$ cat src/rtl/vga_pkg.sv
// Shared types and constants for the VGA pixel scheduler: modes, FSM states,
// colour width and the fixed 8-entry palette.
package vga_pkg;

  localparam int unsigned COLOR_W = 12;

  typedef logic [COLOR_W-1:0] color_t;

  typedef enum logic [1:0] {
    MODE_SOLID  = 2'd0,
    MODE_CYCLE  = 2'd1,
    MODE_BARS   = 2'd2,
    MODE_BORDER = 2'd3
  } mode_e;

  typedef enum logic {
    WAIT_CFG = 1'b0,
    RUN      = 1'b1
  } state_e;

  localparam color_t PAL_0 = 12'h000;
  localparam color_t PAL_1 = 12'hF00;
  localparam color_t PAL_2 = 12'h0F0;
  localparam color_t PAL_3 = 12'h00F;
  localparam color_t PAL_4 = 12'hFF0;
  localparam color_t PAL_5 = 12'h0FF;
  localparam color_t PAL_6 = 12'hF0F;
  localparam color_t PAL_7 = 12'hFFF;

  function automatic color_t palette_color(input logic [2:0] idx);
    color_t c;
    case (idx)
      3'd0:    c = PAL_0;
      3'd1:    c = PAL_1;
      3'd2:    c = PAL_2;
      3'd3:    c = PAL_3;
      3'd4:    c = PAL_4;
      3'd5:    c = PAL_5;
      3'd6:    c = PAL_6;
      default: c = PAL_7;
    endcase
    return c;
  endfunction

endpackage

$ cat src/rtl/vga_palette_timer.sv
// Frame-paced palette index: advances pal_idx once every FRAMES_PER_STEP
// commits, so the cycle phase is independent of the selected mode.
module vga_palette_timer
  import vga_pkg::*;
#(
  parameter int unsigned FRAMES_PER_STEP = 30
) (
  input  logic       clk,
  input  logic       reset_n,
  input  logic       commit,
  output logic [2:0] pal_idx
);

  localparam int unsigned STEP_W = (FRAMES_PER_STEP > 1) ? $clog2(FRAMES_PER_STEP) : 1;
  localparam logic [STEP_W-1:0] STEP_LAST = STEP_W'(FRAMES_PER_STEP - 1);

  logic [STEP_W-1:0] step_cnt;

  always_ff @(posedge clk or negedge reset_n) begin
    if (!reset_n) begin
      step_cnt <= '0;
      pal_idx  <= '0;
    end else if (commit) begin
      if (step_cnt == STEP_LAST) begin
        step_cnt <= '0;
        pal_idx  <= pal_idx + 3'd1;
      end else begin
        step_cnt <= step_cnt + STEP_W'(1);
      end
    end
  end

endmodule

$ cat src/rtl/vga_pixel_scheduler.sv
// Per-pixel colour source selection for the VGA output. Configuration is
// committed at the first pixel of vertical blanking so frames never tear.
module vga_pixel_scheduler
  import vga_pkg::*;
#(
  parameter int unsigned H_DISPLAY       = 640,
  parameter int unsigned V_DISPLAY       = 480,
  parameter int unsigned FRAMES_PER_STEP = 30,
  parameter int unsigned BORDER_W        = 8
) (
  input  logic        clk,
  input  logic        reset_n,
  input  logic        p_tick,
  input  logic        video_on,
  input  logic [9:0]  x_pos,
  input  logic [9:0]  y_pos,
  input  logic [11:0] sw,
  input  logic [1:0]  mode,
  output logic [11:0] rgb,
  output logic [15:0] frame_cnt,
  output logic        cfg_active
);

  localparam logic [9:0] V_COMMIT  = 10'(V_DISPLAY);
  localparam logic [9:0] X_BORDER  = 10'(H_DISPLAY - BORDER_W);
  localparam logic [9:0] Y_BORDER  = 10'(V_DISPLAY - BORDER_W);
  localparam logic [9:0] BORDER_LO = 10'(BORDER_W);

  state_e     state, state_next;
  color_t     cfg_color;
  mode_e      cfg_mode;
  logic       commit;
  logic [2:0] pal_idx;
  logic [2:0] bar;
  logic       in_border;
  color_t     source;

  assign commit = p_tick && (x_pos == 10'd0) && (y_pos == V_COMMIT);

  always_ff @(posedge clk or negedge reset_n) begin
    if (!reset_n) state <= WAIT_CFG;
    else          state <= state_next;
  end

  always_comb begin
    state_next = state;
    if (state == WAIT_CFG && commit) state_next = RUN;
  end

  always_ff @(posedge clk or negedge reset_n) begin
    if (!reset_n) begin
      cfg_color  <= '0;
      cfg_mode   <= MODE_SOLID;
      frame_cnt  <= '0;
      cfg_active <= 1'b0;
    end else if (commit) begin
      cfg_color  <= sw;
      cfg_mode   <= mode_e'(mode);
      frame_cnt  <= frame_cnt + 16'd1;
      cfg_active <= 1'b1;
    end
  end

  // The commit that leaves WAIT_CFG does not count as a palette frame.
  vga_palette_timer #(
    .FRAMES_PER_STEP(FRAMES_PER_STEP)
  ) u_timer (
    .clk     (clk),
    .reset_n (reset_n),
    .commit  (commit && (state == RUN)),
    .pal_idx (pal_idx)
  );

  // Bar index by comparison against k*H_DISPLAY/8; saturates at 7 past the edge.
  always_comb begin
    bar = 3'd0;
    for (int unsigned k = 1; k < 8; k++) begin
      if (x_pos >= 10'(H_DISPLAY * k / 8)) bar = 3'(k);
    end
  end

  assign in_border = (x_pos < BORDER_LO) || (x_pos >= X_BORDER) ||
                     (y_pos < BORDER_LO) || (y_pos >= Y_BORDER);

  always_comb begin
    source = '0;
    case (cfg_mode)
      MODE_SOLID:  source = cfg_color;
      MODE_CYCLE:  source = palette_color(pal_idx);
      MODE_BARS:   source = palette_color(bar);
      MODE_BORDER: source = in_border ? cfg_color : '0;
      default:     source = '0;
    endcase
  end

  always_ff @(posedge clk or negedge reset_n) begin
    if (!reset_n) begin
      rgb <= '0;
    end else if (p_tick) begin
      rgb <= (state == RUN && video_on) ? source : '0;
    end
  end

endmodule
$ cat config.mk
export PLATFORM = sky130hd
export DESIGN_NAME = vga_pixel_scheduler
export DESIGN_NICKNAME = d
export VERILOG_FILES = /design/src/rtl/vga_pkg.sv /design/src/rtl/vga_palette_timer.sv /design/src/rtl/vga_pixel_scheduler.sv
export SDC_FILE = /design/constraint.sdc
export NUM_CORES = 1
export LEC_CHECK = 0
export BUFFER_PORTS_ARGS = -buffer_cell sky130_fd_sc_hd__buf_2
export CAP_MARGIN = 20
export CORE_ASPECT_RATIO = 0.7
export CORE_MARGIN = 8
export CORE_UTILIZATION = 48
export DETAILED_ROUTE_END_ITERATION = 16
export PLACE_DENSITY = 0.76
export SLEW_MARGIN = 20
export SYNTH_ARGS = -nofsm -noshare
export SYNTH_HDL_FRONTEND = slang
export SYNTH_HIERARCHICAL = 1
export SYNTH_SLANG_ARGS = --single-unit
$ cat constraint.sdc
create_clock -name clk -period 1.9 [get_ports clk]
set_clock_uncertainty 0.05 [all_clocks]
set_input_delay 0.19 -clock clk [delete_from_list [all_inputs] [get_ports clk]]
set_output_delay 0.19 -clock clk [all_outputs]
set_load 0.01 [all_outputs]
==> out/summary.txt, run 1 <==
STA
-------------------------------------------------------------------------------------
Fin. max-slew vios .....................................................            0
Count of endpoints failing setup in the final report ...................            0
Post-route worst setup slack ...........................................     108.4 ps
Setup repair after global routing missed its margin ....................        false
Tcrit/Tclk final .......................................................       94.30%
Post-route minimum period ..............................................      1792 ps
Measured slew at the worst slew-check pin ..............................     546.8 ps
Worst max-slew margin expressed relative to the limit ..................       63.43%
Final Hold Fails .......................................................            0
Highest clock frequency the design can meet ............................    558.1 MHz

FLOORPLANNING
-------------------------------------------------------------------------------------
Die height .............................................................     78.01 um
Die Footprint ..........................................................     8158 um2
Count of standard-cell rows ............................................           22
Number of primary I/O pins .............................................           67
Core ar. ...............................................................     5258 um2
Starting density of the core ...........................................       50.14%
Chip Width .............................................................     104.6 um

LAYOUT
-------------------------------------------------------------------------------------
Total area of multi-input combinational cells ..........................     1232 um2
Final-layout fill cell count ...........................................          451
Finished layout cell area ..............................................     3324 um2
Post-layout instance count excluding filler cells ......................          441
Area growth syn-to-layout ..............................................       26.10%
Number of antenna diodes ...............................................            0
Reg area ...............................................................     1301 um2
# nets final ...........................................................          410
Layout cells sized above 1 .............................................       28.73%

HOLD PATH
-------------------------------------------------------------------------------------
Hold WC Path Type ...................................................... primary input to flop
Hold Path Cell Cnt .....................................................            3

CRITICAL PATH
-------------------------------------------------------------------------------------
Worst Setup Path Type .................................................. primary input to flop
Crit-path max FO .......................................................           10
Sequence of cells on the critical path ................................. buf_2 -> nand3_1 -> or4b_4 -> or3_1 -> nor4_1 -> xor2_1
Data required, critical path ...........................................      2080 ps
Max incr delay on CP ...................................................       530 ps
Worst R2R Setup Slack ..................................................       260 ps
Launch point of the worst reg-to-reg path .............................. u_timer/pal_idx[0]
Nature of the critical path startpoint ................................. primary input
Sort of element at the end of the critical path ........................         flop
Slowest cell on the critical path ...................................... sky130_fd_sc_hd__or3_1
Worst path depth .......................................................            6
Crit path arrival time .................................................      1980 ps
Critical path endpoint ................................................. frame_cnt[12]
Worst setup path startpoint ............................................     y_pos[6]
Buf/Inv on CP ..........................................................            1
FF-to-FF End ...........................................................      rgb[10]
Largest delay share family, worst path ................................. simple AND/OR/NAND/NOR gates
Worst reg-to-reg path cell count .......................................            5

PLACEMENT
-------------------------------------------------------------------------------------
Place WS ...............................................................    -204.3 ps
GP Congestion ..........................................................       0.8351
Total cell area at the placement stage .................................     3203 um2
Port Buffers ...........................................................           66
Detail Placement HPWL ..................................................      5155 um
Number of cells after detailed placement ...............................          432

YOSYS
-------------------------------------------------------------------------------------
Async S/R FF share, synth ..............................................       100.0%
Unique cell type count in the Yosys netlist ............................           45
Number of warnings reported in the yosys synthesis log .................            6
Mean instance size in the synthesized netlist ..........................    9.382 um2
Area of the mapped netlist .............................................     2636 um2
Sequential-to-total area share from yosys stat .........................       49.36%
Yosys reg bits .........................................................           52
Synth Flop Type ........................................................ sky130_fd_sc_hd__dfrtp_1
EDFF count, synth ......................................................            0
Post-synthesis instance total ..........................................          281
Syn_nets ...............................................................          323

CLOCK TREE
-------------------------------------------------------------------------------------
Num CTS Buffers ........................................................            5
Clock-pin slew of the registers on the worst-case setup and hold paths .        90 ps
Post-cts resize count ..................................................            0
H-Tree Depth ...........................................................            2
Clock Tree Buf Depth ...................................................            2
Clock Sink Count .......................................................           52
CTS tree ...............................................................         done
Clock insertion delay at the later pin of the skew report ..............       300 ps
Library cell used as clock root buffer ................................. sky130_fd_sc_hd__clkbuf_8

PWR
-------------------------------------------------------------------------------------
Leak Pwr ...............................................................  0.001738 uW
Peak supply drop .......................................................    0.4551 mV
Cell area power density ................................................ 600.3 nW/um2
Fraction of power consumed by the clock network ........................        37.9%
Design internal power ..................................................      1557 uW
Net switching fraction of the power ....................................       21.99%
Psw ....................................................................     438.8 uW
Combinational power share ..............................................         6.7%
Fraction of power consumed by sequential logic .........................        55.4%

GLOBAL ROUTING
-------------------------------------------------------------------------------------
Combined global-route utilization of all metal layers ..................       16.97%
Global-route wire length before repair .................................     11330 um
Pin count of the biggest net entering global routing ...................           34
Vias in the first global route .........................................         2378
Aggregate global routing overflow ......................................            0
Antenna violations before repair .......................................            0

DRT
-------------------------------------------------------------------------------------
DRC violations left ....................................................            0
Routed via count .......................................................         2318
Overall routed net length ..............................................      6674 um
Routed length per instance .............................................     15.13 um
Post-detailed-route count of antenna-violating nets ....................            0
Starting DRT DRC Count .................................................          120
First-pass DRT Iterations ..............................................            4
Routed vias/inst .......................................................        5.256

OUTCOME
-------------------------------------------------------------------------------------
Status ................................................................. finished, final reports clean

FLOW RUN
-------------------------------------------------------------------------------------
Max capacitance violation total ........................................            0

-- cell families (layout without fill, tap and decap cells) --
group                    after synthesis  in the layout  share of synthesized area, %
flip-flops                            52             52                         49.36
AND/OR/NAND/NOR                      132            132                         24.77
buffers and inverters                 27            115                         4.461
adder cells (fa/ha/maj)                4              4                         1.899
multiplexers                           2              2                        0.9965
AO/OA/AOI/OAI                         43             43                         11.53
XOR/XNOR                              21             21                         6.977
-- worst register-to-register path, stage by stage (launching register included) --
cell and delay, ps:
sky130_fd_sc_hd__dfrtp_1 440, sky130_fd_sc_hd__nor2b_1 170, sky130_fd_sc_hd__xnor2_1 210, sky130_fd_sc_hd__nor2_1 70
sky130_fd_sc_hd__a41o_1 260, sky130_fd_sc_hd__a311o_1 340
-- metrics by stage --
step | utilization [%] | total power, uW | TNS, ps | hold WS [ps]
floorplan | - | 1168 | -23.43 | -155.6
global placement | 60.92 | 1259 | -1893 | 117.9
detailed placement | 60.92 | 1261 | -3227 | 121.9
CTS | 63.23 | 2007 | 0 | 20.28
global route | 63.23 | 2070 | 0 | 24.64
finish | 63.23 | 1996 | 0 | 25.98
-- worst min path at each step --
stage | start | slack (ps) | endpoint
after floorplan | reset_n | -160 | cfg_active
after global routing | sw[10] | 20 | cfg_color[10]
after global placement | reset_n | 120 | cfg_color[11]
after detailed placement | reset_n | 120 | cfg_color[8]
after CTS | sw[9] | 20 | cfg_color[9]
final | sw[9] | 30 | cfg_color[9]
-- synthesized netlist by cell type, drive strengths merged, types with 2 or more instances --
cell type | n | share of area [%]
nand2 | 61 | 8.7
dfrtp | 52 | 49
inv | 17 | 2.4
nor2 | 14 | 2.3
xor2 | 14 | 4.7
nand3 | 11 | 2.3
a21oi | 10 | 1.9
nand4 | 10 | 2.4
nor4 | 10 | 2.4
nor2b | 8 | 1.9
clkbuf | 7 | 1.0
xnor2 | 7 | 2.3
o21ai | 5 | 0.95
a311o | 4 | 1.5
ha | 4 | 1.9
nor3 | 4 | 0.95
o221ai | 4 | 1.3
o22ai | 4 | 0.95
o31ai | 4 | 1.1
or3 | 4 | 0.95
buf | 3 | 1.0
a21boi | 2 | 0.57
a41oi | 2 | 0.66
and3 | 2 | 0.47
mux2 | 2 | 1.0
or2 | 2 | 0.47
-- power by group through the flow --
| stage | combinational (uW) | sequential, uW | clock, uW |
|---|---|---|---|
| after floorplan | 39.7 | 1130 | 0 |
| after global placement | 131 | 1130 | 0 |
| after detailed placement | 134 | 1130 | 0 |
| after CTS | 136 | 1110 | 766 |
| after global routing | 150 | 1110 | 814 |
| final | 134 | 1110 | 756 |
-- registers in the layout, summed over array words and instances (netlist names) --
register and flops:
cfg_mode 2, cfg_active 1, state 1, u_timer/pal_idx 3, frame_cnt 16, u_timer/step_cnt 5, rgb 12, cfg_color 12
-- metal layers --
layer,vias up,track usage (%),share of wire [%]
li1,1157,-,-
met1,1086,21.07,47
met2,65,27.47,46
met3,10,5.033,6.0
met4,0,6.525,1.7
met5,-,0,0
-- layout make-up --
cell class	count	share of cell area, %
Multi-Input combinational cell	202	37.07
Timing Repair Buffer	90	15.81
Clock buffer	5	2.070
Tap cell	72	2.710
Sequential cell	52	39.14
Clock inverter	3	1.280
Inverter	17	1.919
-- placed cells by master, fill, tap and decap left out, types with 10 or more instances in the layout --
cell                      instances
sky130_fd_sc_hd__nor2_1          13
sky130_fd_sc_hd__a21oi_1         10
sky130_fd_sc_hd__buf_4           22
sky130_fd_sc_hd__nand2_1         61
sky130_fd_sc_hd__xor2_1          14
sky130_fd_sc_hd__buf_2           66
sky130_fd_sc_hd__nand4_1         10
sky130_fd_sc_hd__dfrtp_1         52
sky130_fd_sc_hd__inv_1           17
sky130_fd_sc_hd__nand3_1         10
-- what timing repair did --
| item | CTS | global route |
|---|---|---|
| hold buffers | 1 | 0 |
| setup buffers | 0 | 0 |
| endpoints found under the hold margin | 19 | 0 |
No activity file was read; power rests on OpenSTA's default activity.
==> run 2: changes to the inputs <==
Settings changed: PLACE_DENSITY 0.76 to 0.78, SETUP_SLACK_MARGIN set to 0.02.
==> out/summary.txt, run 2 (same netlist as run 1, synthesis figures left out) <==
OUTCOME
-------------------------------------------------------------------------------------
Status ................................................................. finished, final reports clean

LAYOUT
-------------------------------------------------------------------------------------
# nets final ...........................................................          411   +0.24%
Most frequent cells in the layout ...................................... sky130_fd_sc_hd__buf_2, sky130_fd_sc_hd__nand2_1, sky130_fd_sc_hd__dfrtp_1
Biggest registers after layout ......................................... frame_cnt x16, cfg_color x12, rgb x12
Core utilization of the finished layout ................................       63.04%   -0.19 points
Register with the most flip-flops ......................................    frame_cnt
Post-layout instance count excluding filler cells ......................          442   +0.23%
Number of flip-flops in the largest register ...........................           16   unchanged
Leading cell type in the layout, fill and taps excluded ................ sky130_fd_sc_hd__buf_2
Area growth syn-to-layout ..............................................       25.72%
Number of antenna diodes ...............................................            0   unchanged
Final-layout fill cell count ...........................................          457   +1.3%
Layout cells sized above 1 .............................................       28.65%   -0.078 points

CLOCK TREE
-------------------------------------------------------------------------------------
H-Tree Depth ...........................................................            2   unchanged
Library cell used as clock root buffer ................................. sky130_fd_sc_hd__clkbuf_8
Post-CTS Setup Bufs ....................................................            0   unchanged
CTS tree ...............................................................         done
Clock-pin slew of the registers on the worst-case setup and hold paths .        90 ps   about the same
Clock insertion delay at the later pin of the skew report ..............       300 ps   about the same
Clock Tree Buf Depth ...................................................            2   unchanged
Num CTS Buffers ........................................................            5   unchanged
Clock Sink Count .......................................................           52   unchanged

CRITICAL PATH
-------------------------------------------------------------------------------------
Launch point of the worst reg-to-reg path .............................. u_timer/pal_idx[0]
Worst reg-to-reg path cell count .......................................            5   unchanged
Largest delay share family, worst path ................................. simple AND/OR/NAND/NOR gates
Worst R2R Setup Slack ..................................................       260 ps   about the same
Data required, critical path ...........................................      2080 ps   about the same
Max incr delay on CP ...................................................       520 ps   about the same
Buf/Inv on CP ..........................................................            1   unchanged
Nature of the critical path startpoint ................................. primary input
Crit path arrival time .................................................      1980 ps   about the same
Worst path depth .......................................................            6   unchanged
Crit-path max FO .......................................................           10   unchanged
Sequence of cells on the critical path ................................. buf_2 -> nand3_1 -> or4b_4 -> or3_1 -> nor4_1 -> xor2_1
FF-to-FF End ...........................................................      rgb[10]
Slowest cell on the critical path ...................................... sky130_fd_sc_hd__or3_1
Worst Setup Path Type .................................................. primary input to flop
Sort of element at the end of the critical path ........................         flop

DRT
-------------------------------------------------------------------------------------
Routed via count .......................................................         2368   +2.2%
DRC violations left ....................................................            0   unchanged
Overall routed net length ..............................................      6637 um   -0.55%
Routed vias/inst .......................................................        5.357   +1.9%
First-pass DRT Iterations ..............................................            4   unchanged
Routed length per instance .............................................     15.02 um   -0.78%
Post-detailed-route count of antenna-violating nets ....................            0   unchanged
Starting DRT DRC Count .................................................          141   +18%

PLACEMENT
-------------------------------------------------------------------------------------
Port Buffers ...........................................................           66   unchanged
GP Congestion ..........................................................       0.8100   -3.0%
Number of cells after detailed placement ...............................          433   +0.23%
Detail Placement HPWL ..................................................      5116 um   -0.76%
Place WS ...............................................................    -200.4 ps   +3.878 ps

FLOORPLANNING
-------------------------------------------------------------------------------------
Count of standard-cell rows ............................................           22   unchanged
Number of primary I/O pins .............................................           67   unchanged
Die height .............................................................     78.01 um   unchanged
Core ar. ...............................................................     5258 um2   unchanged
Chip Width .............................................................     104.6 um   unchanged
Starting density of the core ...........................................       50.14%   unchanged
Die Footprint ..........................................................     8158 um2   unchanged

PWR
-------------------------------------------------------------------------------------
Fraction of power consumed by sequential logic .........................        58.5%   +3.1 points
Net switching fraction of the power ....................................       22.37%   +0.38 points
Design internal power ..................................................      1466 uW   -5.8%
Fraction of power consumed by the clock network ........................        34.1%   -3.8 points
Psw ....................................................................     422.6 uW   -3.7%
Overall power after layout .............................................      1889 uW   -5.3%
Cell area power density ................................................ 569.9 nW/um2   -5.1%
Leak Pwr ...............................................................  0.001734 uW   -0.25%
Peak supply drop .......................................................    0.3321 mV   -27%
Combinational power share ..............................................         7.4%   +0.7 points

STA
-------------------------------------------------------------------------------------
Final Hold Fails .......................................................            0   unchanged
Final setup TNS ........................................................         0 ps   unchanged
Count of endpoints failing setup in the final report ...................            0   unchanged
Post-route worst setup slack ...........................................     102.3 ps   -6.094 ps
Setup repair after global routing missed its margin ....................        false
Tcrit/Tclk final .......................................................       94.62%   +0.32 points
Worst max-slew margin expressed relative to the limit ..................       65.41%   +2.0 points
Post-route minimum period ..............................................      1798 ps   +6.094 ps
Highest clock frequency the design can meet ............................    556.3 MHz   -0.34%
Fin. max-slew vios .....................................................            0   unchanged
Measured slew at the worst slew-check pin ..............................     517.2 ps   -29.58 ps

GLOBAL ROUTING
-------------------------------------------------------------------------------------
Global-route wire length before repair .................................     11080 um   -2.2%
Pin count of the biggest net entering global routing ...................           53   +56%
Aggregate global routing overflow ......................................            0   unchanged
Antenna violations before repair .......................................            0   unchanged
Vias in the first global route .........................................         2345   -1.4%
Combined global-route utilization of all metal layers ..................       16.33%   -0.65 points

HOLD PATH
-------------------------------------------------------------------------------------
Hold path startpoint ...................................................        sw[9]
Hold Path Cell Cnt .....................................................            3   unchanged
Worst-case hold path end point ......................................... cfg_color[9]
Hold WC Path Type ...................................................... primary input to flop

FLOW RUN
-------------------------------------------------------------------------------------
Max capacitance violation total ........................................            0   unchanged

==> run 2: changes by cell type in the layout (fill, tap and decap cells not counted) <==
cell and change:
sky130_fd_sc_hd__clkinv_2 -1, sky130_fd_sc_hd__bufinv_16 -1, sky130_fd_sc_hd__clkbuf_1 +1, sky130_fd_sc_hd__buf_4 +1, sky130_fd_sc_hd__clkbuf_8 +1
==> run 2: area by class of cell <==
type,count,area [um2],area share (%)
tap,72,90.09,2.718
clock inverter,1,7.507,0.2265
multi-input combinational,202,1232,37.18
clock buffer,7,86.33,2.605
sequential,52,1301,39.26
inverter,17,63.81,1.925
timing repair buffer,91,533.0,16.08
==> run 2: worst max path at each step <==
stage / end / slack, ps / start
after floorplan: u_timer/pal_idx[1] / -20 / y_pos[6]
after global placement: frame_cnt[14] / -140 / y_pos[6]
after detailed placement: frame_cnt[14] / -200 / y_pos[6]
after CTS: frame_cnt[14] / 110 / y_pos[6]
after global routing: frame_cnt[11] / 30 / y_pos[6]
final: frame_cnt[14] / 100 / y_pos[6]
==> run 2: power by group through the flow <==
stage               Sequential (uW)  Clock, uW  Combinational, uW
finish                         1110        644                140
global route                   1110        711                154
CTS                            1110        658                140
detailed placement             1130          0                138
global placement               1130          0                135
floorplan                      1130          0               39.7
==> run 2: what timing repair did <==
item                      CTS  global route
resized for setup           0             0
hold endpoints to repair   52             0
hold buffers                1             0
==> run 2: tightest hold or removal path, delay by kind of cell <==
family / cells / cell delay, ps
simple gates: 2 / 90
buf+inv: 1 / 70
==> run 2: routing by layer <==
metal	routed length (um)	vias to the layer above	track usage, %	share of wire, %
met3	391	15	3.960	5.9
li1	-	1160	-	-
met1	3062	1121	21.49	46
met2	3056	72	25.76	46
met5	0	-	0	0
met4	127	0	5.816	1.9
==> run 2: metrics by stage <==
stage | hold WS [ps] | cell area (um2)
after floorplan | -155.6 | 2651
after global placement | 152.6 | 3211
after detailed placement | 153.5 | 3211
after CTS | 20.73 | 3314
after global routing | 21.75 | 3314
final | 31.31 | 3314
==> run 3: changes to the inputs <==
Settings changed: CTS_BUF_LIST set to sky130_fd_sc_hd__clkbuf_16.
==> out/summary.txt, run 3 (same netlist as run 1, synthesis figures left out) <==
STA
-------------------------------------------------------------------------------------
Count of endpoints failing setup in the final report ...................            0   unchanged
Final setup TNS ........................................................         0 ps   unchanged
Hold Worst Slack .......................................................     48.30 ps   +16.99 ps
Measured slew at the worst slew-check pin ..............................     522.5 ps   +5.312 ps
Post-route worst setup slack ...........................................     63.84 ps   -38.43 ps
Post-route minimum period ..............................................      1836 ps   +38.43 ps
Setup repair after global routing missed its margin ....................         true
Highest clock frequency the design can meet ............................    544.6 MHz   -2.1%
Tcrit/Tclk final .......................................................       96.64%   +2.0 points
Worst max-slew margin expressed relative to the limit ..................       65.06%   -0.36 points
Fin. max-slew vios .....................................................            0   unchanged
Final Hold Fails .......................................................            0   unchanged

CRITICAL PATH
-------------------------------------------------------------------------------------
Crit-path max FO .......................................................           10   unchanged
Max incr delay on CP ...................................................       520 ps   about the same
Largest delay share family, worst path ................................. simple AND/OR/NAND/NOR gates
Buf/Inv on CP ..........................................................            1   unchanged
Nature of the critical path startpoint ................................. primary input
Slowest cell on the critical path ...................................... sky130_fd_sc_hd__or3_1
Sort of element at the end of the critical path ........................         flop
Worst Setup Path Type .................................................. primary input to flop
Crit path arrival time .................................................      2000 ps   +20 ps
Sequence of cells on the critical path ................................. buf_2 -> nand3_1 -> or4b_4 -> or3_1 -> nor4_1 -> xor2_1
Data required, critical path ...........................................      2060 ps   -20 ps

CLOCK TREE
-------------------------------------------------------------------------------------
Num CTS Buffers ........................................................            5   unchanged
H-Tree Depth ...........................................................            2   unchanged
Clock Sink Count .......................................................           52   unchanged
Post-cts resize count ..................................................            0   unchanged
CTS tree ...............................................................         done
Library cell used as clock root buffer ................................. sky130_fd_sc_hd__clkbuf_16
Clock Tree Buf Depth ...................................................            2   unchanged
Post-CTS Setup Bufs ....................................................            0   unchanged
Clock insertion delay at the later pin of the skew report ..............       290 ps   about the same
Clock-pin slew of the registers on the worst-case setup and hold paths .        70 ps   -20 ps

LAYOUT
-------------------------------------------------------------------------------------
# nets final ...........................................................          411   unchanged
Area growth syn-to-layout ..............................................       27.48%
Final-layout fill cell count ...........................................          452   -1.1%
Finished layout cell area ..............................................     3361 um2   +1.4%
Number of antenna diodes ...............................................            0   unchanged
Leading cell type in the layout, fill and taps excluded ................ sky130_fd_sc_hd__buf_2
Biggest registers after layout ......................................... frame_cnt x16, cfg_color x12, rgb x12
Layout cells sized above 1 .............................................       28.38%   -0.27 points
Register with the most flip-flops ......................................    frame_cnt
Number of flip-flops in the largest register ...........................           16   unchanged
Core utilization of the finished layout ................................       63.92%   +0.88 points
Total area of multi-input combinational cells ..........................     1232 um2   unchanged
Reg area ...............................................................     1301 um2   unchanged
Most frequent cells in the layout ...................................... sky130_fd_sc_hd__buf_2, sky130_fd_sc_hd__nand2_1, sky130_fd_sc_hd__dfrtp_1

PWR
-------------------------------------------------------------------------------------
Cell area power density ................................................ 625.3 nW/um2   +9.7%
Leak Pwr ...............................................................  0.001758 uW   +1.4%
Peak supply drop .......................................................    0.3909 mV   +18%

DRT
-------------------------------------------------------------------------------------
Overall routed net length ..............................................      6736 um   +1.5%
Routed vias/inst .......................................................        5.380   +0.42%
Post-detailed-route count of antenna-violating nets ....................            0   unchanged
Routed via count .......................................................         2378   +0.42%
Routed length per instance .............................................     15.24 um   +1.5%
Starting DRT DRC Count .................................................          106   -25%
First-pass DRT Iterations ..............................................            4   unchanged
DRC violations left ....................................................            0   unchanged

GLOBAL ROUTING
-------------------------------------------------------------------------------------
Met2 GRT Util ..........................................................       26.08%   +0.32 points
Global-route met1 utilization ..........................................       22.06%   +0.57 points
Antenna violations before repair .......................................            0   unchanged
Global-route wire length before repair .................................     11230 um   +1.3%
Combined global-route utilization of all metal layers ..................       16.67%   +0.34 points
Vias in the first global route .........................................         2325   -0.85%
Aggregate global routing overflow ......................................            0   unchanged
Pin count of the biggest net entering global routing ...................           53   unchanged
Met3 Usage GRT .........................................................       3.960%   unchanged
Peak-usage layer in the global routing report ..........................         met2

FLOORPLANNING
-------------------------------------------------------------------------------------
Core ar. ...............................................................     5258 um2   unchanged
Number of primary I/O pins .............................................           67   unchanged
Starting density of the core ...........................................       50.14%   unchanged
Chip Width .............................................................     104.6 um   unchanged
Die Footprint ..........................................................     8158 um2   unchanged
Count of standard-cell rows ............................................           22   unchanged
Die height .............................................................     78.01 um   unchanged

PLACEMENT
-------------------------------------------------------------------------------------
Port Buffers ...........................................................           66   unchanged
Place WS ...............................................................    -200.4 ps   unchanged
GP Congestion ..........................................................       0.8100   unchanged
Detail Placement HPWL ..................................................      5116 um   unchanged
Total cell area at the placement stage .................................     3211 um2   unchanged

OUTCOME
-------------------------------------------------------------------------------------
Status ................................................................. finished, final reports clean

HOLD PATH
-------------------------------------------------------------------------------------
Hold WC Path Type ...................................................... primary input to flop

FLOW RUN
-------------------------------------------------------------------------------------
Max capacitance violation total ........................................            0   unchanged

[run 3: area by class of cell]
type | instances | share of cell area [%]
Clock buffer | 5 | 3.723
Clock inverter | 3 | 0.4468
Inverter | 17 | 1.899
Multi-Input combinational cell | 202 | 36.67
Sequential cell | 52 | 38.72
Tap cell | 72 | 2.681
Timing Repair Buffer | 91 | 15.86
[run 3: timing repair]
item	CTS	global route
hold endpoints to repair	52	0
endpoints found under the setup margin	0	4
hold buffers	1	0
[run 3: worst register-to-register path, delay by kind of cell, from the launching register on]
family	cells	cell delay, ps
compound gates	2	590
xor+xnor	1	200
flops	1	430
simple gates	2	240
[run 3: worst paths after layout]
check	endpoint	from	slack, ps	cells past startpoint
setup / recovery	frame_cnt[14]	y_pos[6]	60	6
hold / removal	cfg_color[9]	sw[9]	50	3
setup reg to reg	rgb[10]	u_timer/pal_idx[0]	270	5
hold reg to reg	cfg_active	cfg_active	420	1
max in group asynchronous	frame_cnt[5]	reset_n	1190	3
min in group asynchronous	rgb[11]	reset_n	380	3
[run 3: metrics by stage]
stage	power (uW)	std cells
after detailed placement	1266	433
after global placement	1262	433
after global routing	2177	442
after floorplan	1168	281
after CTS	2113	442
final	2101	442
[run 3: power breakdown]
part	leakage [uW]	switching (uW)	total, uW	internal [uW]
Sequential	0.000701	0.0154	1110	1110
Clock	0.0000687	376	855	479
Combinational	0.000989	75.2	139	64.3
Total	0.00176	452	2100	1650
[run 3: routing by layer]
metal | vias up | wire [um]
met2 | 72 | 3063
met5 | - | 0
met1 | 1133 | 3189
li1 | 1160 | -
met4 | 0 | 127
met3 | 13 | 356
